`src/rtl/pulse_decoder_pkg.sv`:
```
// rtl/pulse_decoder_pkg.sv - shared types and constants for the step-pulse decoder
// Contents:
//   pulse_dec_state_t : decoder FSM state encoding
//   SYNC_STAGES       : depth of the input synchroniser on the pulse line
package pulse_decoder_pkg;

  typedef enum logic [1:0] {
    IDLE   = 2'd0,
    HIGH   = 2'd1,
    LOW    = 2'd2,
    REPORT = 2'd3
  } pulse_dec_state_t;

  localparam int SYNC_STAGES = 2;

endpackage

```
`src/rtl/pulse_decoder_fsm.sv`:
```
// rtl/pulse_decoder_fsm.sv - burst-tracking state machine for the step-pulse decoder
// Ports:
//   clk_i, rst_ni  : clock, asynchronous active-low reset
//   en_i           : tick enable; all transitions except the REPORT exit wait for it
//   s_i            : synchronised pulse line
//   timeout_hit_i  : the current low tick completes the idle timeout
//   ack_i          : consumer accepts the report (acts on any clock edge in REPORT)
//   start_o        : first rising edge of a burst seen this tick
//   rise_o         : rising edge of a subsequent pulse seen this tick
//   fall_o         : falling edge seen this tick
//   report_o       : registered, high while the burst report is held
//   busy_o         : registered, high while a burst is in progress
//   state_o        : current state, for per-phase counting in the datapath
module pulse_decoder_fsm
  import pulse_decoder_pkg::*;
(
  input  logic             clk_i,
  input  logic             rst_ni,
  input  logic             en_i,
  input  logic             s_i,
  input  logic             timeout_hit_i,
  input  logic             ack_i,
  output logic             start_o,
  output logic             rise_o,
  output logic             fall_o,
  output logic             report_o,
  output logic             busy_o,
  output pulse_dec_state_t state_o
);

  pulse_dec_state_t state_q;
  logic             report_q;
  logic             busy_q;

  always_ff @(posedge clk_i or negedge rst_ni) begin
    if (!rst_ni) begin
      state_q  <= IDLE;
      report_q <= 1'b0;
      busy_q   <= 1'b0;
    end else begin
      case (state_q)
        IDLE: begin
          if (en_i && s_i) begin
            state_q <= HIGH;
            busy_q  <= 1'b1;
          end
        end
        HIGH: begin
          if (en_i && !s_i) begin
            state_q <= LOW;
          end
        end
        LOW: begin
          // A high sample always means another pulse; only a low sample can time out.
          if (en_i && s_i) begin
            state_q <= HIGH;
          end else if (en_i && timeout_hit_i) begin
            state_q  <= REPORT;
            busy_q   <= 1'b0;
            report_q <= 1'b1;
          end
        end
        REPORT: begin
          if (ack_i) begin
            state_q  <= IDLE;
            report_q <= 1'b0;
          end
        end
        default: begin
          state_q  <= IDLE;
          report_q <= 1'b0;
          busy_q   <= 1'b0;
        end
      endcase
    end
  end

  assign start_o  = en_i && s_i && (state_q == IDLE);
  assign rise_o   = en_i && s_i && (state_q == LOW);
  assign fall_o   = en_i && !s_i && (state_q == HIGH);
  assign report_o = report_q;
  assign busy_o   = busy_q;
  assign state_o  = state_q;

endmodule

```
`src/rtl/pulse_decoder.sv`:
```
// rtl/pulse_decoder.sv - step-pulse burst decoder: recovers pulse count and width, flags malformed bursts
// Ports:
//   clk_i, rst_ni   : clock, asynchronous active-low reset
//   en_i            : tick enable for sampling and counting
//   in_i            : asynchronous pulse line
//   idle_timeout_i  : consecutive low ticks that end a burst (0 behaves as 1)
//   ack_i           : consumer accepts the report
//   pulse_num_o     : pulses in the reported burst
//   pulse_width_o   : high width of the first pulse, in ticks
//   valid_o         : report available
//   err_o           : burst malformed, qualified by valid_o
//   busy_o          : burst in progress
module pulse_decoder
  import pulse_decoder_pkg::*;
#(
  parameter int PULSE_NUM_BITS   = 8,
  parameter int PULSE_WIDTH_BITS = 8
) (
  input  logic                        clk_i,
  input  logic                        rst_ni,
  input  logic                        en_i,
  input  logic                        in_i,
  input  logic [PULSE_WIDTH_BITS:0]   idle_timeout_i,
  input  logic                        ack_i,
  output logic [PULSE_NUM_BITS-1:0]   pulse_num_o,
  output logic [PULSE_WIDTH_BITS-1:0] pulse_width_o,
  output logic                        valid_o,
  output logic                        err_o,
  output logic                        busy_o
);

  localparam logic [PULSE_NUM_BITS-1:0]   NUM_ONE  = PULSE_NUM_BITS'(1);
  localparam logic [PULSE_NUM_BITS-1:0]   NUM_MAX  = '1;
  localparam logic [PULSE_WIDTH_BITS-1:0] HCNT_ONE = PULSE_WIDTH_BITS'(1);
  localparam logic [PULSE_WIDTH_BITS-1:0] HCNT_MAX = '1;
  localparam logic [PULSE_WIDTH_BITS:0]   LCNT_ONE = (PULSE_WIDTH_BITS + 1)'(1);
  localparam logic [PULSE_WIDTH_BITS:0]   LCNT_MAX = '1;

  logic [SYNC_STAGES-1:0] sync_q;
  logic                   s;

  logic [PULSE_NUM_BITS-1:0]   num_q,   num_d;
  logic [PULSE_WIDTH_BITS-1:0] hcnt_q,  hcnt_d;
  logic [PULSE_WIDTH_BITS:0]   lcnt_q,  lcnt_d;
  logic [PULSE_WIDTH_BITS-1:0] width_q, width_d;
  logic                        first_q, first_d;
  logic                        err_q,   err_d;

  logic [PULSE_WIDTH_BITS:0] threshold;
  logic [PULSE_WIDTH_BITS:0] lcnt_inc;
  logic                      timeout_hit;
  logic                      start, rise, fall, report;
  pulse_dec_state_t          state;
  logic                      high_tick, low_tick;

  // Synchroniser runs every clock; en only gates where its output is used.
  always_ff @(posedge clk_i or negedge rst_ni) begin
    if (!rst_ni) begin
      sync_q <= '0;
    end else begin
      sync_q <= {sync_q[SYNC_STAGES-2:0], in_i};
    end
  end
  assign s = sync_q[SYNC_STAGES-1];

  // lcnt already counts the falling-edge tick, so the timeout fires on the
  // tick that would make the run of low ticks equal to the threshold.
  assign threshold   = (idle_timeout_i == '0) ? LCNT_ONE : idle_timeout_i;
  assign lcnt_inc    = (lcnt_q == LCNT_MAX) ? lcnt_q : lcnt_q + LCNT_ONE;
  assign timeout_hit = (lcnt_inc >= threshold);

  pulse_decoder_fsm u_fsm (
    .clk_i         (clk_i),
    .rst_ni        (rst_ni),
    .en_i          (en_i),
    .s_i           (s),
    .timeout_hit_i (timeout_hit),
    .ack_i         (ack_i),
    .start_o       (start),
    .rise_o        (rise),
    .fall_o        (fall),
    .report_o      (report),
    .busy_o        (busy_o),
    .state_o       (state)
  );

  assign high_tick = en_i && s && (state == HIGH);
  assign low_tick  = en_i && !s && (state == LOW);

  always_comb begin
    num_d   = num_q;
    hcnt_d  = hcnt_q;
    lcnt_d  = lcnt_q;
    width_d = width_q;
    first_d = first_q;
    err_d   = err_q;

    if (report && ack_i) begin
      num_d   = '0;
      hcnt_d  = '0;
      lcnt_d  = '0;
      width_d = '0;
      first_d = 1'b0;
      err_d   = 1'b0;
    end else if (start) begin
      num_d   = NUM_ONE;
      hcnt_d  = HCNT_ONE;
      lcnt_d  = '0;
      first_d = 1'b1;
    end else if (high_tick) begin
      if (hcnt_q == HCNT_MAX) begin
        err_d = 1'b1;
      end else begin
        hcnt_d = hcnt_q + HCNT_ONE;
      end
    end else if (fall) begin
      // The first pulse defines the reference width for every later phase.
      if (first_q) begin
        width_d = hcnt_q;
        first_d = 1'b0;
      end else if (hcnt_q != width_q) begin
        err_d = 1'b1;
      end
      lcnt_d = LCNT_ONE;
    end else if (rise) begin
      if (lcnt_q != {1'b0, width_q}) begin
        err_d = 1'b1;
      end
      if (num_q == NUM_MAX) begin
        err_d = 1'b1;
      end else begin
        num_d = num_q + NUM_ONE;
      end
      hcnt_d = HCNT_ONE;
    end else if (low_tick) begin
      lcnt_d = lcnt_inc;
    end
  end

  always_ff @(posedge clk_i or negedge rst_ni) begin
    if (!rst_ni) begin
      num_q   <= '0;
      hcnt_q  <= '0;
      lcnt_q  <= '0;
      width_q <= '0;
      first_q <= 1'b0;
      err_q   <= 1'b0;
    end else begin
      num_q   <= num_d;
      hcnt_q  <= hcnt_d;
      lcnt_q  <= lcnt_d;
      width_q <= width_d;
      first_q <= first_d;
      err_q   <= err_d;
    end
  end

  assign pulse_num_o   = num_q;
  assign pulse_width_o = width_q;
  assign valid_o       = report;
  assign err_o         = err_q;

endmodule

```
`config.mk`:
```
export PLATFORM = sky130hd
export DESIGN_NAME = pulse_decoder
export DESIGN_NICKNAME = d
export VERILOG_FILES = /design/src/rtl/pulse_decoder_pkg.sv /design/src/rtl/pulse_decoder_fsm.sv /design/src/rtl/pulse_decoder.sv
export SDC_FILE = /design/constraint.sdc
export NUM_CORES = 1
export LEC_CHECK = 0
export BUFFER_PORTS_ARGS = -buffer_cell sky130_fd_sc_hd__clkbuf_2
export CORE_MARGIN = 1.5
export CORE_UTILIZATION = 49
export CTS_CLUSTER_DIAMETER = 40
export DETAILED_ROUTE_END_ITERATION = 10
export GPL_ROUTABILITY_DRIVEN = 1
export GPL_TIMING_DRIVEN = 0
export PLACE_DENSITY = 0.72
export REMOVE_ABC_BUFFERS = 1
export SYNTH_ARGS = -nofsm -noshare
export SYNTH_HDL_FRONTEND = slang
export SYNTH_HIERARCHICAL = 1
export SYNTH_SLANG_ARGS = --single-unit
```
`constraint.sdc`:
```
create_clock -name clk_i -period 2.67 [get_ports clk_i]
set_clock_uncertainty 0.1 [all_clocks]
set_input_delay 0.534 -clock clk_i [delete_from_list [all_inputs] [get_ports clk_i]]
set_output_delay 0.534 -clock clk_i [all_outputs]
set_load 0.05 [all_outputs]
```
==> results.md, run 1 <==
* CP arrival at 2750 ps
* Slowest CP cell: dfrtp_2
* WP data required at 2760 ps
* Post-CTS Hold Fix Bufs at 0
* Sequential-to-total area share from yosys stat at 0.3954
* Clock transition at path regs at 80 ps
* Synth area leader: dfrtp_1
* First-pass GRT wire length at 9.349 mm
* Root buffer cell: clkbuf_8
* Sw Ratio at 0.3826
* Pwr/cell area at 703.0 nW/um^2
* Final antenna-violating net count at 0
* HP Class: primary input to flop
* Post-Route WL at 5.986 mm
* Filler Cells Inserted at 470
* Fin. max-slew vios at 0
* Count leader, synth: dfrtp_1
* Fraction of registers with async set or reset after synthesis at 1.000
* Final Util at 0.6031
* Initial Utilization at 0.5081
* Worst Max-Slew Pin Slew at 1048 ps
* Netlist cell types at 54
* Clk pwr share at 0.232
* Antenna violations before repair at 0
* Crit-path max cell delay at 440 ps
* Crit path capture type: flop
* Yosys top cell area share at 0.3954
* Crit path time final at 2656 ps
* Final net count at 346
* Worst Setup Start Kind: flop
* Main synth FF type: dfrtp_1
* Via-to-Cell Ratio at 5.724
* Worst-skew pair later-pin latency at 300 ps
* Fin area at 3080 sq um
* Int Power at 1.337 mW
* Drt first pass iters at 4
* Pin count of the biggest net entering global routing at 42
* WL per Instance at 15.31 um
* HPWL after DPL at 4.079 mm
* CP top delay family: compound AO/OA/AOI/OAI gates
* # port buffers at 32
* Max_slew headroom at 0.3014
* Synth warnings at 6
* Die W at 75.77 um
* Total power at 2.166 mW
* Vias at 2238
* CP Cell Sequence: ha_4 > and2_4 > nand4_1 > buf_6 > buf_6 > nand4_1 > xnor2_2 > ha_4 > a21o_1 > a211oi_2 > o21ai_1 > a21o_1 > o21ai_1 > a21oi_1
* H-tree Lvls at 2
* Total gr overflow at 0
* RSZ-0062 raised after global routing: true
* ANT cells at 0
* Post-synth EDFFs at 0
* WHS at 236.9 ps
* Post-Syn Area per Cell at 9.436 sq um
* Largest cells by area after synthesis: dfrtp_1 40%, ha_1 5.8%, xnor2_1 5.4%, xor2_1 4.7%, nand2_1 3.8%
* Power share of the combinational group at 0.375
* Switching power total at 0.8286 mW
* Clock Tree Buf Depth at 2
* I/O pin cnt at 33
* DRC viols at 0
* DIE HEIGHT at 75.77 um
* Seq cells post-synth at 41
* Critical Path Fanout Max at 5
* Fmax achieved at 376.5 MHz
* Area after DPL at 2806 sq um
* Post-Syn Instances at 275
* Seq pwr share at 0.393
* Period utilization at 0.9947
* Ratio of cells with drive above 1 in the final layout at 0.2336
* CTS tree: built
* Pleak at 1.490 nW
* Core area at 5107 sq um
* Commonest cells in the netlist: 41 x dfrtp_1, 26 x nand2_1, 21 x nor2_1
* Area Overhead vs Synth at 18.71%
* Vias in the first global route at 2038
* Rows at 26
* IR drop worst, VDD at 0.0004454 V
* Final hold violation count at 0
* Total GRT Usage at 0.2166
* Endpoints failing setup at 0
* GP Congestion at 0.7785
* 1st-iter DRT viols at 229
* Buffers and inverters on the worst path at 2
* CTS Buf Count at 5
* CP Class: flop to flop
* Clk sinks at 41
* Die ar. at 5741 sq um
* Max Cap Viol at 0
* Status: finished, final reports clean
* Post-Syn Area at 2595 sq um
-- per-stage QoR --
stage / worst slack (ps) / cells / setup TNS [ps]
floorplan: -256.2 / 269 / -663.4
global placement: -702.2 / 371 / -2110
detailed placement: -705.0 / 371 / -2282
CTS: 11.00 / 387 / 0
global route: -123.7 / 391 / -338.4
finish: 14.14 / 391 / 0
-- routing by layer --
metal	GRT usage	part of all wire	up-vias
met3	0.04233	0.044	6
met1	0.2889	0.45	1087
li1	-	-	1091
met5	0	0	-
met4	0.07937	0.0095	0
met2	0.3498	0.49	54
-- layout make-up --
cell class	count	area (sq um)	area share
Clock buffer	6	72.57	0.02356
Clock inverter	2	38.79	0.01259
Inverter	11	41.29	0.01340
Multi-Input combinational cell	217	1551	0.5037
Sequential cell	41	1031	0.3347
Tap cell	70	87.58	0.02843
Timing Repair Buffer	44	257.7	0.08367
-- flip-flops by register name (all words and copies together), names as in the netlist --
register        cells
err_o               1
first_q             1
hcnt_q              8
lcnt_q              9
pulse_num_o         8
pulse_width_o       8
sync_q              2
u_fsm/busy_o        1
u_fsm/report_o      1
u_fsm/state_o       2
-- repair_timing --
action                                  in CTS  in global routing
pin swaps                                    8                  9
endpoints found under the setup margin       3                 10
setup buffers                                8                  4
resized for setup                           12                  6
-- power groups by stage --
stage	Sequential [mW]	Combinational (mW)	Clock (mW)
4_1_cts	0.848	0.784	0.515
3_5_place_dp	0.870	0.717	0
5_1_grt	0.870	0.893	0.535
2_1_floorplan	0.962	0.435	0
6_report	0.852	0.812	0.501
3_3_place_gp	0.867	0.708	0
-- path summary, 6_finish.rpt --
path                                                      to  cells past startpoint                   from  slack (ps)
worst max-delay path            u_fsm/state_o[0]$_DFFE_PN0P_                     14  lcnt_q[0]$_DFFE_PN0P_          10
worst min-delay path                     sync_q[0]$_DFF_PN0_                      1                   in_i         240
worst max register to register  u_fsm/state_o[0]$_DFFE_PN0P_                     14  lcnt_q[0]$_DFFE_PN0P_          10
worst min register to register           sync_q[1]$_DFF_PN0_                      0    sync_q[0]$_DFF_PN0_         280
max in group asynchronous              lcnt_q[2]$_DFFE_PN0P_                      1                 rst_ni        1450
min in group asynchronous           u_fsm/busy_o$_DFFE_PN0P_                      1                 rst_ni         310
-- layout by cell type, fill, tap and decap left out, types with 10 or more instances in the layout --
master and n:
o21ai_1 10, nor2_1 21, buf_4 10, nand3_1 11, a21oi_1 13, nand2_1 26
xnor2_1 15, xor2_1 14, dfrtp_1 37, clkbuf_2 32, inv_1 11, ha_1 10
-- cell families after synthesis --
family | synth area share
AOI/OAI and AO/OA | 0.1808
xor gates and xnor gates | 0.1013
adders and majority gates | 0.05786
buffers and inverters | 0.02989
DFF | 0.3954
muxes | 0.004339
and+or+nand+nor | 0.2305
Note: power is estimated with default switching activity, not from simulation.
==> run 2: changes to the inputs <==
--- a/config.mk
+++ b/config.mk
@@ -5,6 +5,7 @@
 export SDC_FILE = /design/constraint.sdc
 export NUM_CORES = 1
 export LEC_CHECK = 0
+export ABC_AREA = 1
 export BUFFER_PORTS_ARGS = -buffer_cell sky130_fd_sc_hd__clkbuf_2
 export CORE_MARGIN = 1.5
 export CORE_UTILIZATION = 49
@@ -12,7 +13,7 @@
 export DETAILED_ROUTE_END_ITERATION = 10
 export GPL_ROUTABILITY_DRIVEN = 1
 export GPL_TIMING_DRIVEN = 0
-export PLACE_DENSITY = 0.72
+export PLACE_DENSITY = 0.7
 export REMOVE_ABC_BUFFERS = 1
 export SYNTH_ARGS = -nofsm -noshare
 export SYNTH_HDL_FRONTEND = slang
==> run 2 against run 1 <==
Power increased by 36%; synthesized cell count increased by 56%; flip-flop and latch count stayed put; via count increased by 28%; synthesized area up 16%; critical path depth increased by 4; count of clock-buffer cells in the layout increased by 1; die area rose by 15%; register-to-register slack gained 30 ps; first-iteration DRC count grew 1.7%; critical path type unchanged; largest power group is now combinational cells.
==> results.md, run 2 <==
* Post-CTS Hold Fix Bufs at 0 (unchanged)
* Final antenna-violating net count at 0 (unchanged)
* Worst r2r src: lcnt_q[1]$_DFFE_PN0P_
* I/O pin cnt at 33 (unchanged)
* DRC viols at 0 (unchanged)
* CP arrival at 2720 ps (-30 ps)
* Max_slew headroom at 0.2892 (-0.01215)
* Initial Utilization at 0.5072 (-0.0008992)
* WL per Instance at 13.18 um (-14%)
* WP data required at 2760 ps (about the same)
* Crit-path max cell delay at 400 ps (-40 ps)
* Vias at 2855 (+28%)
* HPWL after DPL at 5.112 mm (+25%)
* Largest Register: lcnt_q
* Commonest cells in the netlist: 110 x nand2_1, 59 x inv_1, 43 x nor2_1
* CTS tree: built
* # port buffers at 32 (unchanged)
* Final Util at 0.6065 (+0.003373)
* Fin. max-slew vios at 0 (unchanged)
* Switching power total at 1.379 mW (+66%)
* Count leader, synth: nand2_1
* Post-Syn Area at 3003 sq um (+16%)
* 1st-iter DRT viols at 233 (+1.7%)
* Vias in the first global route at 2615 (+28%)
* Clock Tree Buf Depth at 2 (unchanged)
* CTS Buf Count at 5 (unchanged)
* Yosys top cell area share at 0.3417 (-0.05370)
* Seq cells post-synth at 41 (unchanged)
* Critical Path Fanout Max at 4 (-1)
* Worst Setup Start Kind: flop
* DIE HEIGHT at 81.29 um (+7.3%)
* Area after DPL at 3212 sq um (+14%)
* Fraction of registers with async set or reset after synthesis at 1.000 (unchanged)
* CP Class: flop to flop
* Most frequent cells in the layout: 106 x nand2_1, 57 x inv_1, 41 x nor2_1, 40 x dfrtp_1, 34 x nand3_1
* Synth area leader: dfrtp_1
* Worst Max-Slew Pin Slew at 1066 ps (+18.23 ps)
* Cell repeated most along the worst path: nand2_1
* Fmax achieved at 380.2 MHz (+0.98%)
* H-tree Lvls at 2 (unchanged)
* Pwr/cell area at 821.6 nW/um^2 (+17%)
* Register area at 1027 sq um (-0.36%)
* Status: finished, final reports clean
* Total power at 2.950 mW (+36%)
* Ratio of cells with drive above 1 in the final layout at 0.2337 (about the same)
* Total GRT Usage at 0.2374 (+0.02078)
* Rows at 28 (+7.7%)
* RSZ-0062 raised after global routing: true
* HP Class: primary input to flop
* Pin count of the biggest net entering global routing at 42 (unchanged)
* Endpoints failing setup at 0 (unchanged)
* Final hold violation count at 0 (unchanged)
* Max Cap Viol at 0 (unchanged)
* Area of the multi-input gates at 1828 sq um (+18%)
* Crit path capture type: flop
* Core area at 5921 sq um (+16%)
* Pleak at 1.815 nW (+22%)
* Antenna violations before repair at 0 (unchanged)
* ANT cells at 0 (unchanged)
* Crit path time final at 2630 ps (-25.79 ps)
* Final net count at 500 (+45%)
* Sequential-to-total area share from yosys stat at 0.3417 (-0.05370)
* Die ar. at 6607 sq um (+15%)
* Power share of the combinational group at 0.507 (+0.132)
* Die W at 81.29 um (+7.3%)
* Clock transition at path regs at 80 ps (about the same)
* Post-Route WL at 7.248 mm (+21%)
* Filler Cells Inserted at 533 (+13%)
* IR drop worst, VDD at 0.0006090 V (+37%)
* Main synth FF type: dfrtp_1
* CP Cell Sequence: ha_4 > nand2_4 > nor2_4 > nand4_4 > nor2_4 > nand2_2 > o21ai_4 > inv_2 > ha_4 > nand2_1 > nor2_1 > nand2_1 > o2111ai_2 > nand2_1 > inv_1 > o21ai_1 > o21ai_1 > nand2_1
* Post-Syn Area per Cell at 7.000 sq um (-26%)
* Post-Syn Instances at 429 (+56%)
* Post-synth EDFFs at 0 (unchanged)
* Worst-skew pair later-pin latency at 300 ps (about the same)
* Clk sinks at 41 (unchanged)
* Buffers and inverters on the worst path at 2 (unchanged)
* Slowest CP cell: dfrtp_1
* Fin area at 3591 sq um (+17%)
* Period utilization at 0.9850 (-0.009661)
* WHS at 236.2 ps (-0.6780 ps)
* Sw Ratio at 0.4675 (+0.08489)
* Seq pwr share at 0.313 (-0.080)
* Worst setup startpoint: lcnt_q[1]$_DFFE_PN0P_
* Max reg flops at 9 (unchanged)
* Most common cell after layout, fill and taps aside: nand2_1
* Drt first pass iters at 4 (unchanged)
* Largest cells by area after synthesis: dfrtp_1 34%, nand2_1 14%, inv_1 7.4%, nand3_1 5.8%, nor2_1 5.4%
* Hold Path Origin: in_i
* CP top delay family: simple AND/OR/NAND/NOR gates
* Int Power at 1.571 mW (+17%)
* Via-to-Cell Ratio at 5.191 (-9.3%)
* First-pass GRT wire length at 12.08 mm (+29%)
* Netlist cell types at 40 (-26%)
* GP Congestion at 0.9002 (+16%)
* Clk pwr share at 0.180 (-0.052)
* Synth warnings at 6 (unchanged)
* Root buffer cell: clkbuf_8
* Total gr overflow at 0 (unchanged)
* Area Overhead vs Synth at 19.58%
[run 2: changes by cell type after synthesis, sizes merged, moves of 4 or more]
cell / delta
and3: -5
inv: +58
a21o: -7
a22o: -8
xor2: -4
o21ai: +19
nand2: +92
nand3: +23
nor3: +5
nor2: +25
xnor2: -12
o21a: -4
[run 2: final timing paths]
kind                                       endpoint  slack (ps)  cells after the start
setup / recovery           u_fsm/busy_o$_DFFE_PN0P_          40                     18
hold / removal                  sync_q[0]$_DFF_PN0_         240                      1
setup reg to reg           u_fsm/busy_o$_DFFE_PN0P_          40                     18
hold reg to reg                 sync_q[1]$_DFF_PN0_         250                      0
max in group asynchronous     lcnt_q[0]$_DFFE_PN0P_        1450                      1
min in group asynchronous     lcnt_q[2]$_DFFE_PN0P_         290                      1
[run 2: metrics by stage]
step / setup TNS (ps) / worst slack [ps] / cells
4_1_cts: 0 / 7.915 / 546
3_5_place_dp: -690.0 / -227.3 / 529
5_1_grt: -602.6 / -179.0 / 550
2_1_floorplan: 0 / 152.9 / 422
6_report: 0 / 39.94 / 550
3_3_place_gp: -489.2 / -160.1 / 529
[run 2: kinds of logic (layout without fill, tap and decap cells)]
logic type | Yosys count | after routing | synth area share
DFF | 41 | 41 | 0.3417
adders and majority gates | 12 | 12 | 0.05000
and+or+nand+nor | 226 | 226 | 0.3387
AOI/OAI and AO/OA | 60 | 60 | 0.1242
buffers and inverters | 76 | 122 | 0.1021
xor gates and xnor gates | 14 | 14 | 0.04334
[run 2: routing by layer]
| layer | vias up | track usage | part of all wire |
|---|---|---|---|
| met5 | - | 0 | 0 |
| met1 | 1328 | 0.3168 | 0.46 |
| li1 | 1465 | - | - |
| met3 | 7 | 0.04719 | 0.043 |
| met2 | 55 | 0.3942 | 0.48 |
| met4 | 0 | 0.05517 | 0.011 |
[run 2: area by class of cell]
type | count | area share
Clock buffer | 7 | 0.02404
Clock inverter | 1 | 0.008362
Inverter | 69 | 0.07352
Multi-Input combinational cell | 312 | 0.5091
Sequential cell | 41 | 0.2861
Tap cell | 75 | 0.02613
Timing Repair Buffer | 45 | 0.07282
[run 2: power groups by stage]
| stage | clock network, mW | registers (mW) | logic, mW |
|---|---|---|---|
| final | 0.532 | 0.924 | 1.49 |
| after global routing | 0.570 | 0.949 | 1.66 |
| after CTS | 0.542 | 0.915 | 1.39 |
| after detailed placement | 0 | 0.939 | 1.28 |
| after global placement | 0 | 0.935 | 1.26 |
| after floorplan | 0 | 1.15 | 0.763 |
[run 2: timing repair]
action | CTS | global route
gates resized for setup | 11 | 22
pin swaps | 6 | 15
setup endpoints to repair | 4 | 7
gates cloned | 0 | 0
setup buffers | 9 | 4
==> run 3: changes to the inputs <==
--- a/config.mk
+++ b/config.mk
@@ -7,14 +7,15 @@
 export LEC_CHECK = 0
 export ABC_AREA = 1
 export BUFFER_PORTS_ARGS = -buffer_cell sky130_fd_sc_hd__clkbuf_2
-export CORE_MARGIN = 1.5
 export CORE_UTILIZATION = 49
 export CTS_CLUSTER_DIAMETER = 40
 export DETAILED_ROUTE_END_ITERATION = 10
 export GPL_ROUTABILITY_DRIVEN = 1
 export GPL_TIMING_DRIVEN = 0
+export MAX_ROUTING_LAYER = met4
 export PLACE_DENSITY = 0.7
 export REMOVE_ABC_BUFFERS = 1
+export SKIP_CTS_REPAIR_TIMING = 1
 export SYNTH_ARGS = -nofsm -noshare
 export SYNTH_HDL_FRONTEND = slang
 export SYNTH_HIERARCHICAL = 1
==> run 3 against run 2 <==
The run now ends with setup timing left; final cell count down 1.3%; worst hold slack about the same; power down 2.6%.
==> results.md, run 3 (synthesis gave the netlist of run 2 again) <==
* Fin. max-slew vios at 0 (unchanged)
* DRC viols at 0 (unchanged)
* Switching power total at 1.369 mW (-0.74%)
* Status: complete, but fails checks
* First-pass GRT wire length at 12.13 mm (+0.41%)
* Max_slew headroom at 0.2959 (+0.006693)
* WP data required at 2810 ps (+50 ps)
* Worst Setup Start Kind: flop
* DP Cell Count at 529 (unchanged)
* Power share of the combinational group at 0.488 (-0.019)
* Die ar. at 6446 sq um (-2.4%)
* Final TNS setup at -220.6 ps (-220.6 ps)
* CTS tree: built
* Post-Route WL at 7.160 mm (-1.2%)
* Drt first pass iters at 4 (unchanged)
* Max Cap Viol at 0 (unchanged)
* Area Overhead vs Synth at 17.04%
* HP Class: primary input to flop
* CP arrival at 2920 ps (+200 ps)
* Critical Path Fanout Max at 4 (unchanged)
* WL per Instance at 13.19 um (about the same)
* Final Util at 0.5936 (-0.01289)
* Via-to-Cell Ratio at 5.254 (+1.2%)
* CP Class: flop to flop
* Initial Utilization at 0.5072 (unchanged)
* Most common cell after layout, fill and taps aside: nand2_1
* Rows at 28 (unchanged)
* RSZ-0062 raised after global routing: true
* Failing checks: setup timing
* # port buffers at 32 (unchanged)
* I/O pin cnt at 33 (unchanged)
* Vias in the first global route at 2598 (-0.65%)
* Endpoints failing setup at 3 (+3)
* Die W at 80.29 um (-1.2%)
* IR drop worst, VDD at 0.0005387 V (-12%)
* Final net count at 493 (-1.4%)
* ANT cells at 0 (unchanged)
* Final antenna-violating net count at 0 (unchanged)
* Root buffer cell: clkbuf_8
* Pwr/cell area at 817.6 nW/um^2 (-0.49%)
* Pin count of the biggest net entering global routing at 42 (unchanged)
* Crit path capture type: flop
* Non-filler cells, final at 543 (-1.3%)
* HPWL after DPL at 5.155 mm (+0.84%)
* Filler Cells Inserted at 530 (-0.56%)
* Most frequent cells in the layout: 108 x nand2_1, 57 x inv_1, 41 x nor2_1, 39 x dfrtp_1, 33 x nand3_1
* Clk sinks at 41 (unchanged)
* Clock transition at path regs at 80 ps (about the same)
* Sw Ratio at 0.4765 (+0.008950)
* Max reg flops at 9 (unchanged)
* Final WS setup at -106.2 ps (-146.2 ps)
* Fmax achieved at 360.2 MHz (-5.3%)
* Worst Max-Slew Pin Slew at 1056 ps (-10.04 ps)
* DIE HEIGHT at 80.29 um (-1.2%)
* 1st-iter DRT viols at 146 (-37%)
* Clock Tree Buf Depth at 2 (unchanged)
* Int Power at 1.504 mW (-4.2%)
* Crit path time final at 2776 ps (+146.2 ps)
* Worst-skew pair later-pin latency at 310 ps (about the same)
* Total gr overflow at 0 (unchanged)
* Vias at 2853 (-0.070%)
* Largest Register: lcnt_q
* CTS Buf Count at 5 (unchanged)
* Clk pwr share at 0.189 (+0.009)
* Core area at 5921 sq um (unchanged)
* Pleak at 1.771 nW (-2.4%)
* GP Congestion at 0.8883 (-1.3%)
* Final hold violation count at 0 (unchanged)
* Antenna violations before repair at 0 (unchanged)
* Total GRT Usage at 0.2495 (+0.01215)
* Seq pwr share at 0.323 (+0.010)
* Ratio of cells with drive above 1 in the final layout at 0.2244 (-0.009325)
* Period utilization at 1.040 (+0.05475)
* H-tree Lvls at 2 (unchanged)
run 3: worst paths after layout:
| kind | startpoint | endpoint | slack (ps) | cells past startpoint |
|---|---|---|---|---|
| min in group asynchronous | rst_ni | hcnt_q[1]$_DFFE_PN0P_ | 300 | 1 |
| max reg2reg | lcnt_q[1]$_DFFE_PN0P_ | u_fsm/state_o[0]$_DFFE_PN0P_ | -110 | 19 |
| max | lcnt_q[1]$_DFFE_PN0P_ | u_fsm/state_o[0]$_DFFE_PN0P_ | -110 | 19 |
| max in group asynchronous | rst_ni | lcnt_q[0]$_DFFE_PN0P_ | 1460 | 1 |
| min reg2reg | sync_q[0]$_DFF_PN0_ | sync_q[1]$_DFF_PN0_ | 260 | 0 |
| min | in_i | sync_q[0]$_DFF_PN0_ | 240 | 1 |
run 3: critical path, stage by stage, from the launching register on:
cell and delay (ps):
dfrtp_1 410, ha_2 230, nand2_4 70, nor2_4 130
nand4_4 100, nor2_4 190, buf_4 140, xor2_2 150
ha_1 250, nand4_1 100, nor2_1 40, nand2_1 60
o2111ai_2 130, nand2_1 110, nand2_1 70, nor2_2 170
inv_2 60, nand2_2 70, nand2_1 50, nand2_1 60
run 3: power by group through the flow:
| stage | sequential (mW) | clock (mW) | combinational [mW] |
|---|---|---|---|
| floorplan | 1.15 | 0 | 0.763 |
| global placement | 0.935 | 0 | 1.26 |
| detailed placement | 0.943 | 0 | 1.28 |
| CTS | 0.930 | 0.553 | 1.29 |
| global route | 0.952 | 0.578 | 1.57 |
| finish | 0.928 | 0.543 | 1.40 |
run 3: final cells by class:
| cell class | count | area (sq um) | area share |
|---|---|---|---|
| timing repair buffer | 38 | 205.2 | 0.05838 |
| clock buffer | 6 | 82.58 | 0.02350 |
| clock inverter | 2 | 37.54 | 0.01068 |
| sequential | 41 | 1028 | 0.2926 |
| inverter | 69 | 264.0 | 0.07512 |
| multi-input combinational | 312 | 1803 | 0.5130 |
| tap | 75 | 93.84 | 0.02670 |
run 3: through the flow:
| stage | power, mW | hold WS (ps) | cell area, sq um | worst slack (ps) |
|---|---|---|---|---|
| after floorplan | 1.913 | 138.4 | 2958 | 152.9 |
| final | 2.873 | 236.0 | 3515 | -106.2 |
| after global routing | 3.101 | 242.5 | 3515 | -309.6 |
| after CTS | 2.775 | 229.1 | 3332 | -264.2 |
| after global placement | 2.199 | 234.3 | 3212 | -164.9 |
| after detailed placement | 2.227 | 245.9 | 3212 | -235.0 |
run 3: routing by layer:
layer / routed length, um / global-route usage / up-vias
li1: - / - / 1455
met1: 3444 / 0.3314 / 1345
met2: 3394 / 0.3932 / 42
met3: 234 / 0.04205 / 11
met4: 87 / 0.06964 / 0
met5: 0 / - / -
